### src/rtl/wbc_pvic.sv
// wbc_pvic: vectored interrupt controller for the VM2 Wishbone interrupt bus.
// Collects N device requests (per-source edge or level), masks them, arbitrates
// (fixed or round-robin) and answers the CPU interrupt-acknowledge cycle with the
// winning vector, a spurious vector, or rsel on an unaddressed read.
//
// Bus handshake: the CPU raises wb_stb_i and keeps it high until it has seen
// wb_ack_o. The controller samples wb_stb_i in IDLE, answers with wb_ack_o for
// exactly one cycle on the next edge (wb_dat_o valid while wb_ack_o = 1, and held
// afterwards), then waits for wb_stb_i to fall before it accepts a new cycle.
// A strobe stretched past the ack never produces a second ack.
module wbc_pvic #(
  parameter int            N        = 3,
  parameter logic [N-1:0]  EDGE     = '0,
  parameter bit            RR       = 1'b0,
  parameter logic [15:0]   SPUR_VEC = 16'o000000
) (
  input  logic              wb_clk_i,
  input  logic              wb_rst_n_i,
  input  logic              wb_stb_i,
  input  logic              wb_una_i,
  output logic              wb_ack_o,
  output logic [15:0]       wb_dat_o,
  output logic              wb_irq_o,
  input  logic [15:0]       rsel,
  input  logic [16*N-1:0]   ivec,
  input  logic [N-1:0]      ireq,
  input  logic [N-1:0]      imask,
  output logic [N-1:0]      iack,
  output logic [N-1:0]      ipend_o,
  output logic [1:0]        dbg_state
);

  // Round-robin pointer width; a single source still needs one bit.
  localparam int            PW      = (N > 1) ? $clog2(N) : 1;
  // Reset the pointer to the last source so source 0 is searched first.
  localparam logic [PW-1:0] PTR_RST = PW'(N - 1);

  localparam logic [1:0] ST_IDLE = 2'd0;
  localparam logic [1:0] ST_ACK  = 2'd1;
  localparam logic [1:0] ST_HOLD = 2'd2;

  logic [1:0]    state_q;
  logic [PW-1:0] ptr_q;
  logic [N-1:0]  prev_q;
  logic [N-1:0]  edge_pend_q;

  logic [N-1:0]  edge_set;
  logic [N-1:0]  pend;
  logic [N-1:0]  req;
  logic [N-1:0]  irq_keep;
  logic          any_req;
  logic [PW-1:0] win;
  logic [N-1:0]  win_onehot;
  logic [15:0]   win_vec;
  logic [15:0]   vec_arr [N];

  // Split the flat vector bus into one 16-bit word per source.
  for (genvar g = 0; g < N; g++) begin : g_vec
    assign vec_arr[g] = ivec[16*g +: 16];
  end

  // Rising-edge detect on edge-mode sources. prev_q resets to 0, so a request
  // already high at reset release counts as an edge.
  always_comb begin
    edge_set = ireq & ~prev_q & EDGE;
  end

  // Raw pending bits: level sources follow ireq directly, edge sources use the
  // latch. Held at zero while reset is asserted so the status drops at once.
  always_comb begin
    pend = '0;
    if (wb_rst_n_i) begin
      pend = (edge_pend_q & EDGE) | (ireq & ~EDGE);
    end
    req = pend & imask;
  end

  // Requests that still count toward wb_irq_o after this edge: an edge source
  // being acknowledged now (and not re-triggered in the same cycle) drops out
  // immediately, so the CPU does not see a stale irq for one extra cycle.
  always_comb begin
    irq_keep = req & ~(iack & EDGE & ~edge_set);
  end

  // Arbiter: fixed priority scans from source 0 upward; round-robin scans
  // upward starting just after the previous winner, wrapping at N.
  always_comb begin
    int            idx;
    logic [PW-1:0] sel;
    any_req = 1'b0;
    win     = '0;
    idx     = 0;
    sel     = '0;
    for (int k = 0; k < N; k++) begin
      idx = RR ? ((int'(ptr_q) + 1 + k) % N) : k;
      sel = PW'(idx);
      if (!any_req && req[sel]) begin
        any_req = 1'b1;
        win     = sel;
      end
    end
  end

  // Winner decode: one-hot acknowledge pattern and the selected vector word.
  always_comb begin
    win_onehot      = '0;
    win_onehot[win] = 1'b1;
    win_vec         = vec_arr[win];
  end

  // Edge pending latches and previous-request history; a new edge beats a
  // simultaneous acknowledge so a re-trigger during iack is never lost.
  always_ff @(posedge wb_clk_i or negedge wb_rst_n_i) begin
    if (!wb_rst_n_i) begin
      prev_q      <= '0;
      edge_pend_q <= '0;
    end else begin
      prev_q      <= ireq;
      edge_pend_q <= ((edge_pend_q & ~iack) | edge_set) & EDGE;
    end
  end

  // Registered interrupt request to the CPU.
  always_ff @(posedge wb_clk_i or negedge wb_rst_n_i) begin
    if (!wb_rst_n_i) begin
      wb_irq_o <= 1'b0;
    end else begin
      wb_irq_o <= |irq_keep;
    end
  end

  // Acknowledge-cycle FSM: sample the strobe in IDLE, freeze the answer, give a
  // single ack (with iack) in ACK, then wait in HOLD for the strobe to drop.
  always_ff @(posedge wb_clk_i or negedge wb_rst_n_i) begin
    if (!wb_rst_n_i) begin
      state_q  <= ST_IDLE;
      wb_ack_o <= 1'b0;
      wb_dat_o <= '0;
      iack     <= '0;
      ptr_q    <= PTR_RST;
    end else begin
      case (state_q)
        ST_IDLE: begin
          if (wb_stb_i) begin
            state_q  <= ST_ACK;
            wb_ack_o <= 1'b1;
            if (wb_una_i) begin
              wb_dat_o <= rsel;
            end else if (any_req) begin
              wb_dat_o <= win_vec;
              iack     <= win_onehot;
              if (RR) begin
                ptr_q <= win;
              end
            end else begin
              wb_dat_o <= SPUR_VEC;
            end
          end
        end
        ST_ACK: begin
          wb_ack_o <= 1'b0;
          iack     <= '0;
          state_q  <= ST_HOLD;
        end
        ST_HOLD: begin
          if (!wb_stb_i) begin
            state_q <= ST_IDLE;
          end
        end
        default: begin
          wb_ack_o <= 1'b0;
          iack     <= '0;
          state_q  <= ST_IDLE;
        end
      endcase
    end
  end

  assign ipend_o   = pend;
  assign dbg_state = state_q;

endmodule

### config.mk
export PLATFORM = sky130hd
export DESIGN_NAME = wbc_pvic
export DESIGN_NICKNAME = d
export VERILOG_FILES = /design/src/rtl/wbc_pvic.sv
export SDC_FILE = /design/constraint.sdc
export NUM_CORES = 1
export LEC_CHECK = 0
export ABC_AREA = 1
export CAP_MARGIN = 20
export CORE_UTILIZATION = 36
export CTS_CLUSTER_SIZE = 30
export DETAILED_ROUTE_END_ITERATION = 7
export PLACE_DENSITY = 0.78
export SLEW_MARGIN = 20
export SYNTH_ARGS = -nofsm -noshare
export SYNTH_HDL_FRONTEND = slang
export SYNTH_SLANG_ARGS = --single-unit
export TNS_END_PERCENT = 10
### constraint.sdc
create_clock -name wb_clk_i -period 1.4 [get_ports wb_clk_i]
set_input_delay 0.28 -clock wb_clk_i [delete_from_list [all_inputs] [get_ports wb_clk_i]]
set_output_delay 0.28 -clock wb_clk_i [all_outputs]
set_load 0.1 [all_outputs]
### Word level (Yosys, flattened, before mapping)

Cells that the tools add are included.

* $lt $le $gt $ge: 3
* eq/ne operators: 6
* multiplexer cells: 22
* bitwise logic cells: 3
* reduce and logical (&&, ||, !) cells: 11

Operator list (count)
* $mux W16: 4
* $bmux W16 S2: 1
* $mux W3: 4
* $ne A2 B2 Y1 const B: 4
* $mux W1: 6
* $mux W2: 3
* $pmux W2 S3: 1
* $pmux W3 S2: 1
* $reduce_and A2 Y1: 3
* $reduce_and A4 Y1: 1
* $and A3 B3 Y3: 1
* $ge A3 B3 Y1 const B: 1
* $logic_and A1 B1 Y1: 3
* $lt A2 B3 Y1 const B: 1
* $not A2 Y3: 1
* $reduce_or A3 Y1: 1
* $demux W1 S2: 1
* $eq A2 B1 Y1 const B: 1
* $eq A2 B2 Y1 const B: 1
* $ge A2 B1 Y1 const B: 1
* $logic_not A1 Y1: 2
* $logic_not A2 Y1: 1
* $pmux W1 S2: 1
* $not A1 Y1: 1

* flip-flop bits (word level): 23
* input port bits: 74
* output and inout port bits: 26
* logic and storage cells: 50

### Logic depth before layout (Yosys ltp)

Gate-level depths: netlist of run 1.

* word-level depth: 17
* depth in mapped cells: 8
* gate-level depth less buffers: 7

### Worst setup path before layout of run 1

Ideal clock, no wire load.

* kind: flip-flop to flip-flop
* start: reg state_q[1], in the netlist dbg_state[1]
* end: reg wb_dat_o[3]
* setup time: 0.123 ns
* arrival time: 1.880 ns
* slack: -0.603 ns
* cell stages (with the launch flop): 7
* buffers on the path: 1
* path through: dfrtp_1 -> nor2_1 -> nand2_1 -> clkinv_1 -> buf_2 -> nor2_1 -> a21oi_1

* cells in the longest elaborated chain, start to end: 2

RTL lines
* start: declaration: line 42 `logic [1:0] state_q;`
* start signal: assignment: line 136 `state_q <= ST_IDLE;`
* start signal: assignment: line 145 `state_q <= ST_ACK;`
* start signal: assignment: line 163 `state_q <= ST_HOLD;`
* $logic_not A2 Y1: line 142 `case (state_q)`
* $reduce_and A2 Y1 (no source line)
* end signal: assignment: line 148 `wb_dat_o <= rsel;`
* end signal: assignment: line 150 `wb_dat_o <= win_vec;`
* end: declaration: line 22 `output logic [15:0] wb_dat_o,`

Every way passes these cells.
A chain may end at the register's enable or synchronous reset.

### Final worst setup path of run 1

* start: in imask[1]
* end: reg wb_dat_o[4]

* cells in the longest elaborated chain, start to end: 12
* elaborated cells between the ends (all ways): 14
* classes of those cells: mux: 9; bitwise: 2; reduce/logical: 3

RTL lines
* start: declaration: line 27 `input logic [N-1:0] imask,`
* $and A3 B3 Y3 *: line 75 `req = pend & imask;`
* $logic_and A1 B1 Y1 *: line 97 `if (!any_req && req[sel]) begin`
* $mux W1: line 97
* $logic_not A1 Y1: line 97
* $logic_and A1 B1 Y1: line 97
* $mux W2: line 97
* $not A2 Y3 (implied by the code): line 108 `win_vec = vec_arr[win];`
* $bmux W16 S2: line 108
* $mux W16 (implied by the code) (2 in a row): line 108
* $mux W16 *: line 149 `end else if (any_req) begin`
* $mux W16 *: line 147 `if (wb_una_i) begin`

Every way passes the cells marked *; elsewhere a longest branch is shown, timed or not. The select of a mux whose other input is x is not followed.

==> results of run 1 <==
==> where the power goes <==
part           internal, mW  switching (mW)
Clock                 0.199           0.234
Combinational          1.62            2.83
Sequential            0.975           0.352
==> cells by family after synthesis <==
group | after synthesis | share of synthesized area
and+or+nand+nor | 139 | 0.418
AOI/OAI and AO/OA | 35 | 0.119
DFF | 23 | 0.387
buffers and inverters | 24 | 0.0765
==> cells in the mapped netlist <==
master	instances
sky130_fd_sc_hd__nor2_1	54
sky130_fd_sc_hd__nand2_1	43
sky130_fd_sc_hd__nand3_1	36
sky130_fd_sc_hd__a21oi_1	33
sky130_fd_sc_hd__dfrtp_1	23
sky130_fd_sc_hd__inv_1	9
sky130_fd_sc_hd__clkbuf_1	4
sky130_fd_sc_hd__buf_2	3
sky130_fd_sc_hd__buf_4	3
sky130_fd_sc_hd__inv_2	2
sky130_fd_sc_hd__nand2_4	2
sky130_fd_sc_hd__nand3_2	2
sky130_fd_sc_hd__nand3_4	2
sky130_fd_sc_hd__a31oi_1	1
sky130_fd_sc_hd__buf_6	1
sky130_fd_sc_hd__clkinv_1	1
sky130_fd_sc_hd__clkinv_2	1
sky130_fd_sc_hd__o21ai_1	1
==> state kept, by name, indices dropped and copies added, names as in the netlist <==
register   flops
dbg_state      2
iack           3
wb_ack_o       1
wb_dat_o      16
wb_irq_o       1
==> placed cells by master (no fill, tap or decap), types with 2 or more instances in the layout <==
cell,count
sky130_fd_sc_hd__buf_4,16
sky130_fd_sc_hd__clkdlybuf4s50_1,68
sky130_fd_sc_hd__dfrtp_4,2
sky130_fd_sc_hd__dlygate4sd2_1,3
sky130_fd_sc_hd__nand3_4,4
sky130_fd_sc_hd__inv_2,3
sky130_fd_sc_hd__dlymetal6s2s_1,2
sky130_fd_sc_hd__dfrtp_1,21
sky130_fd_sc_hd__nor2_1,52
sky130_fd_sc_hd__nand3_1,36
sky130_fd_sc_hd__a21oi_1,33
sky130_fd_sc_hd__buf_12,28
sky130_fd_sc_hd__inv_1,8
sky130_fd_sc_hd__nand2_1,42
sky130_fd_sc_hd__clkbuf_8,3
sky130_fd_sc_hd__clkinv_2,3
==> layer usage <==
metal	global-route usage	routed length, um	vias to the layer above
met4	0.106	165	0
met2	0.434	2660	82
li1	-	-	942
met3	0.0276	283	15
met1	0.278	2050	831
met5	0	0	-
==> critical path, stage by stage <==
cell and delay [ps]:
sky130_fd_sc_hd__clkdlybuf4s50_1 500, sky130_fd_sc_hd__nand3_4 120, sky130_fd_sc_hd__nand3_4 120, sky130_fd_sc_hd__buf_12 160, sky130_fd_sc_hd__nor2_1 50, sky130_fd_sc_hd__nor2_1 100
sky130_fd_sc_hd__nand2_1 80, sky130_fd_sc_hd__a21oi_1 130
==> worst max-delay path by stage <==
stage | from | endpoint | depth (start not counted)
after floorplan | dbg_state[1] | wb_dat_o[3] | 6
after global placement | wb_rst_n_i | wb_dat_o[7] | 9
after detailed placement | wb_rst_n_i | wb_dat_o[4] | 9
after CTS | ireq[1] | wb_dat_o[4] | 8
after global routing | imask[1] | wb_dat_o[4] | 8
final | imask[1] | wb_dat_o[4] | 8
==> what timing repair did <==
item                       4_1_cts  5_1_grt
gates resized for setup          4        6
pin swaps                        0        2
hold endpoints to repair         0        0
setup endpoints to repair       22       18
==> per-stage QoR <==
stage / util / cells / total power, mW
floorplan: - / 221 / 3.90
global placement: 0.734 / 377 / 5.75
detailed placement: 0.734 / 377 / 5.80
CTS: 0.745 / 381 / 6.22
global route: 0.753 / 381 / 6.41
finish: 0.753 / 381 / 6.21
==> final cells by class <==
class | instances | area share
well taps | 50 | 0.0209
repair buffers | 117 | 0.472
flip-flops and latches | 23 | 0.195
multi-input cells | 174 | 0.279
inverters | 13 | 0.0172
clock inverters | 1 | 0.00167
clock buffers | 3 | 0.0138
==> results by stage, run 1 <==
Run status:
- The run finished with clean final reports.

STA:
- After layout, the minimum clock period comes to 1340 ps.
- The final-layout worst hold slack is 93.7 ps.
- The number of hold violations in the final report is 0.
- The total setup violations reported at the end of the flow is 0.
- Headroom to the max-slew limit came out at 0.817.
- Setup repair after global routing could not meet its margin everywhere.
- In the post-route analysis, the smallest setup slack over all paths is 60.7 ps.
- The slew at the pin with the worst max-slew slack is 274 ps.
- The number of pins exceeding their max-slew limit in the final report is 0.
- Static timing analysis puts the maximum clock frequency at 747 MHz.
- The summed negative setup slack over all endpoints is 0 ps.
- The fraction of the cycle the final worst path needs is 0.957.
- The clock arrives with 4.15 ps of skew.

Cells and area:
- The signed area change from the synthesized netlist to the final layout is 101%.
- The number of filler cells placed in the layout is 304.
- Summing all flip-flop and latch instances after layout gives 583 um^2.
- The multi-input gate area in the final layout is 835 um^2.
- The final design instance area without fill is 2990 um^2.
- The fraction of final layout cells sized beyond drive strength 1 is 0.193.
- The diode insertion count for antenna repair is 0.
- The count of nets after finishing is 406.

Drt:
- The routed via count divided by cell count is 4.91.
- The final wirelength is 5160 um.
- For this run, design rule violations remaining after detail routing come to 0.
- The number of nets with antenna violations after detailed routing is 0.
- The iteration-0 DRC count of the detailed router is 83.
- The first detailed-routing pass took 4 iterations.
- The via count of the routed design is 1870.
- Dividing the detail-routed wire length by the instance count gives 13.5 um.

Clocking:
- The hold-fix buffer count after cts is 0.
- The number of clock buffers added by TritonCTS is 3.
- The clock drives 23 sinks.
- The clock latency reported for the late side of the worst-skew pair is 260 ps.
- The post-CTS repair timing setup buffer count is 0.
- The clock-pin slew on the worst setup and hold paths is 90 ps.
- The clock tree from TritonCTS is built.
- The maximum level of the CTS H-tree is 1.
- The maximum number of buffers from clock root to sink is 2.
- The root cell of the clock tree is sky130_fd_sc_hd__clkbuf_8.

Place:
- Prior to clock tree synthesis, the placed netlist has a worst setup slack of -436 ps.
- The routability congestion estimate from global placement is 0.842.
- After detailed placement, the total cell area comes to 2920 um^2.
- Detailed placement finished with a half-perimeter wire length of 4070 um.
- Port buffering added 99 buffers.

Critical path:
- The worst register-to-register path has a depth of 5.
- The launch point of the worst reg-to-reg path is dbg_state[1].
- The end of the worst register-to-register path is iack[2].
- Data arrives at the worst endpoint at 1530 ps.
- STA puts the critical path data required time at 1600 ps.
- The worst setup path is of the in2reg kind.
- Setup slack on the worst reg-to-reg path comes out at 130 ps.
- The capturing element type of the critical path is a flop.
- The maximum fanout along the worst path is 23.
- The element type at the critical path start is a primary input.

Synth:
- The average instance in the mapped netlist occupies 6.73 um^2.
- Of all cell types, the one taking the most synthesized area is sky130_fd_sc_hd__dfrtp_1.
- The number of nets in the synthesized netlist is 295.
- The count of unique library cells instantiated by Yosys is 18.
- The share of the Yosys chip area taken by registers is 0.387.
- The synthesized netlist cell count is 221.
- The Yosys step of the flow raised 0 warnings.
- After synthesis, the cell types taking the most area are sky130_fd_sc_hd__dfrtp_1 (39%), sky130_fd_sc_hd__nor2_1 (14%), sky130_fd_sc_hd__nand3_1 (12%).
- The cell area after synthesis is 1490 um^2.
- The portion of synthesized cell area occupied by the leading cell type is 0.387.
- Synthesis inferred 23 register bits.

Global route:
- The global-route wire length before repair is 7890 um.
- The via count of the first global-routing pass is 1818.
- The global router's overall resource usage is 0.239.
- The maximum number of pins on one net before global-route repair is 24.
- The total overflow left after global routing is 0.
- The number of antenna violations at the first check in global routing is 0.

Floorplan:
- The area of the core region is 3970 um^2.
- The floorplan row count is 23.
- The die is 66.3 um tall.
- Pin placement for this block handled 100 I/O pins.
- The initial standard-cell utilization of the core is 0.375.
- The floorplan step set the die width to 66.3 um.
- The die covers 4390 um^2.

Pwr:
- The worst vdd rail ir drop is 1.47 mV.
- Summed over all cells, the static leakage comes to 1.39 nW.
- The power per cell area is 2080 nW/um^2.

Job:
- The number of violations of the max-capacitance limit is 0.

Hold path:
- The worst hold path belongs to the class in2async.
No activity file was read; power rests on OpenSTA's default activity.
==> run 2: changes to the inputs <==
--- a/config.mk
+++ b/config.mk
@@ -6,7 +6,6 @@
 export NUM_CORES = 1
 export LEC_CHECK = 0
 export ABC_AREA = 1
-export CAP_MARGIN = 20
 export CORE_UTILIZATION = 36
 export CTS_CLUSTER_SIZE = 30
 export DETAILED_ROUTE_END_ITERATION = 7
==> constraint.sdc (replaced) <==
create_clock -name wb_clk_i -period 1.4 [get_ports wb_clk_i]
set_input_delay 0.35 -clock wb_clk_i [delete_from_list [all_inputs] [get_ports wb_clk_i]]
set_output_delay 0.35 -clock wb_clk_i [all_outputs]
set_load 0.1 [all_outputs]
==> run 2 against run 1 <==
Compared with the run above: clock-buffer cell count stayed put; critical path type is now in2out; final area is 3.7% higher; first-iteration DRC count is 2.4% lower; non-clock buffer count is 5 higher; utilization is 2.8 points higher; clock power is 1% higher; sequential share of layout area is 0.69 points lower; via count is 3.5% higher; global-route usage is 0.66 points lower; hold slack better by 57 ps; combinational power is 0.9% higher.
==> results by stage, run 2 (synthesized netlist as in run 1, its figures left out) <==
Run status:
- The run finished with clean final reports.

Cells and area:
- The library cell used most frequently in the layout, excluding fill and tap cells, is sky130_fd_sc_hd__clkdlybuf4s50_1.
- The signed area change from the synthesized netlist to the final layout is 108%.
- Measured on the finished design, the core utilization comes to 0.781.
- The library cells used most frequently in the layout, excluding fill and tap cells, are sky130_fd_sc_hd__clkdlybuf4s50_1 (66), sky130_fd_sc_hd__nor2_1 (46), sky130_fd_sc_hd__nand2_1 (42).
- The register with the most flip-flops is wb_dat_o.
- The fraction of final layout cells sized beyond drive strength 1 is 0.229.
- For this run, the post-layout net count is 411.
- The diode insertion count for antenna repair is 0.
- The number of flip-flops in the largest register is 16.

Place:
- At the end of routability-driven placement, the weighted congestion stood at 0.861.
- The placed wire-length estimate after detailed placement is 4040 um.
- During placement, the flow inserted port buffers numbering 99.

Clocking:
- The clock-pin slew on the worst setup and hold paths is 90 ps.
- The number of clock buffers added by TritonCTS is 3.
- The clock sink count is 23.
- The maximum level of the CTS H-tree is 1.
- The maximum number of buffers from clock root to sink is 2.
- The clock tree from TritonCTS is built.
- The root cell of the clock tree is sky130_fd_sc_hd__clkbuf_8.
- Clock latency on the worst-skew pair, taken at its later pin, is 270 ps.

STA:
- The number of hold violations in the final report came to 0.
- Setup repair after global routing could not meet its margin everywhere.
- Headroom to the max-slew limit came out at 0.816.
- In the finished design, the share of the clock period the worst path needs comes to 1.00.
- The total setup violations reported at the end of the flow is 0.
- Clock skew on the completed layout was measured at 3.21 ps.
- The worst path in the final design needs a cycle of 1400 ps, including I/O delays and setup.
- The final-layout worst hold slack is 150 ps.
- The number of pins exceeding their max-slew limit in the final report came to 0.
- The maximum clock frequency is 714 MHz.
- At the pin with the least slew margin, the transition time is 275 ps.

Pwr:
- Power spread over the standard cell area amounts to 2020 nW/um^2.
- The leakage power of the design is 1.45 nW.
- VDD sags by at most 1.16 mV.
- The post-layout total power is 6.27 mW.

Drt:
- Dividing the detail-routed wire length by the instance count gives 14.5 um.
- The first TritonRoute pass finished after 4 iterations.
- The total DRC errors in the routed layout is 0.
- The routed via count divided by cell count is 5.01.
- The final layout contains routed wiring with a total length of 5590 um.
- The number of nets with antenna violations after detailed routing is 0.
- The routed layout has 1935 vias.
- The iteration-0 DRC count of the detailed router is 81.

Floorplan:
- The floorplan step defined a die boundary enclosing 4390 um^2.
- The area of the core region is 3970 um^2.
- The I/O pin count is 100.
- The floorplan die width is 66.3 um.
- For this configuration, the core starts out at a cell density of 0.375.
- The floorplan has 23 rows.
- The floorplan step set the die height to 66.3 um.

Global route:
- The global router's overall resource usage is 0.232.
- The global route total overflow is 0.
- Entering global routing, the biggest net connects 24 pins.
- The number of antenna violations at the first check in global routing was 0.
- The via count of the first global-routing pass was 1730.
- The first global-routing pass estimated 7720 um of wire.

Critical path:
- Data on the critical path is required at its endpoint by 1050 ps.
- In this run the critical register-to-register path is captured at wb_dat_o[9].
- The category of the critical setup timing path is in2out.
- Setup slack on the worst reg-to-reg path comes out at 20 ps.
- The signal arrival time at the worst endpoint is 1050 ps.
- The worst reg-to-reg path cell count is 5.
- The maximum fanout along the worst path is 2.
- The element type at the critical path start is a primary input.
- The capturing element type of the critical path is a primary output.
- The launch point of the worst reg-to-reg path is dbg_state[1].

Hold path:
- The worst hold-check path type is in2async.

Job:
- Across the run, the number of max-cap violations was 0.
==> run 2: cell types whose count changed in the layout (fill, tap and decap cells not counted), sizes merged, moves of 2 or more <==
| cell | change |
|---|---|
| inv | +2 |
| buf | +2 |
| clkbuf | +3 |
| clkdlybuf4s50 | -2 |
| clkinv | -2 |
==> run 2: per-layer routing <==
| metal | track usage | vias up | share of wire | wire length [um] |
|---|---|---|---|---|
| li1 | - | 949 | - | - |
| met5 | 0 | - | 0 | 0 |
| met1 | 0.261 | 888 | 0.38 | 2130 |
| met3 | 0.0276 | 14 | 0.059 | 328 |
| met4 | 0.101 | 0 | 0.027 | 150 |
| met2 | 0.434 | 84 | 0.53 | 2980 |
==> run 2: how the worst max path moves through the flow <==
stage	from	endpoint	slack [ps]
finish	ireq[2]	ipend_o[2]	0.09
global route	dbg_state[1]	wb_dat_o[9]	-50
CTS	imask[0]	wb_dat_o[15]	-20
detailed placement	wb_rst_n_i	wb_dat_o[15]	-450
global placement	wb_rst_n_i	wb_dat_o[7]	-400
floorplan	dbg_state[1]	wb_dat_o[3]	0.4
==> run 2: metrics by stage <==
stage	setup slack, ps	instances	TNS (ps)	cell area, um^2
global route	-51.2	386	-137	3100
CTS	-24.9	380	-70.3	2960
finish	0.0852	386	0	3100
floorplan	0.385	221	0	1510
global placement	-400	376	-8150	2910
detailed placement	-447	376	-8880	2910
==> run 2: area by class of cell <==
class / count / area (um^2)
clock buffer: 3 / 41.3
timing repair buffer: 122 / 1500
fill: 281 / 871
sequential: 23 / 583
multi-input combinational: 174 / 857
clock inverter: 1 / 5.00
inverter: 13 / 53.8
tap: 50 / 62.6
==> run 2: power breakdown <==
part           leakage, nW  switching [mW]  internal, mW
Sequential           0.270           0.360         0.975
Clock               0.0255           0.239         0.199
Combinational         1.15            2.85          1.64
==> run 2: critical path: stages <==
cell and delay, ps:
sky130_fd_sc_hd__dlygate4sd2_1 230, sky130_fd_sc_hd__nand2_1 100, sky130_fd_sc_hd__buf_4 150, sky130_fd_sc_hd__inv_2 60, sky130_fd_sc_hd__buf_12 160
==> run 2: repair_timing <==
action | in CTS | in global routing
gates cloned | 0 | 4
setup endpoints to repair | 22 | 20
setup buffers | 0 | 1
hold buffers | 0 | 1
pin swaps | 0 | 7
resized for setup | 7 | 20
hold endpoints to repair | 0 | 1
==> run 3: changes to the inputs <==
--- a/config.mk
+++ b/config.mk
@@ -6,6 +6,7 @@
 export NUM_CORES = 1
 export LEC_CHECK = 0
 export ABC_AREA = 1
+export ABC_CLOCK_PERIOD_IN_PS = 1400
 export CORE_UTILIZATION = 36
 export CTS_CLUSTER_SIZE = 30
 export DETAILED_ROUTE_END_ITERATION = 7
==> results of run 3 <==
No change in the layout: final DEF, timing and power equal those of run 2.
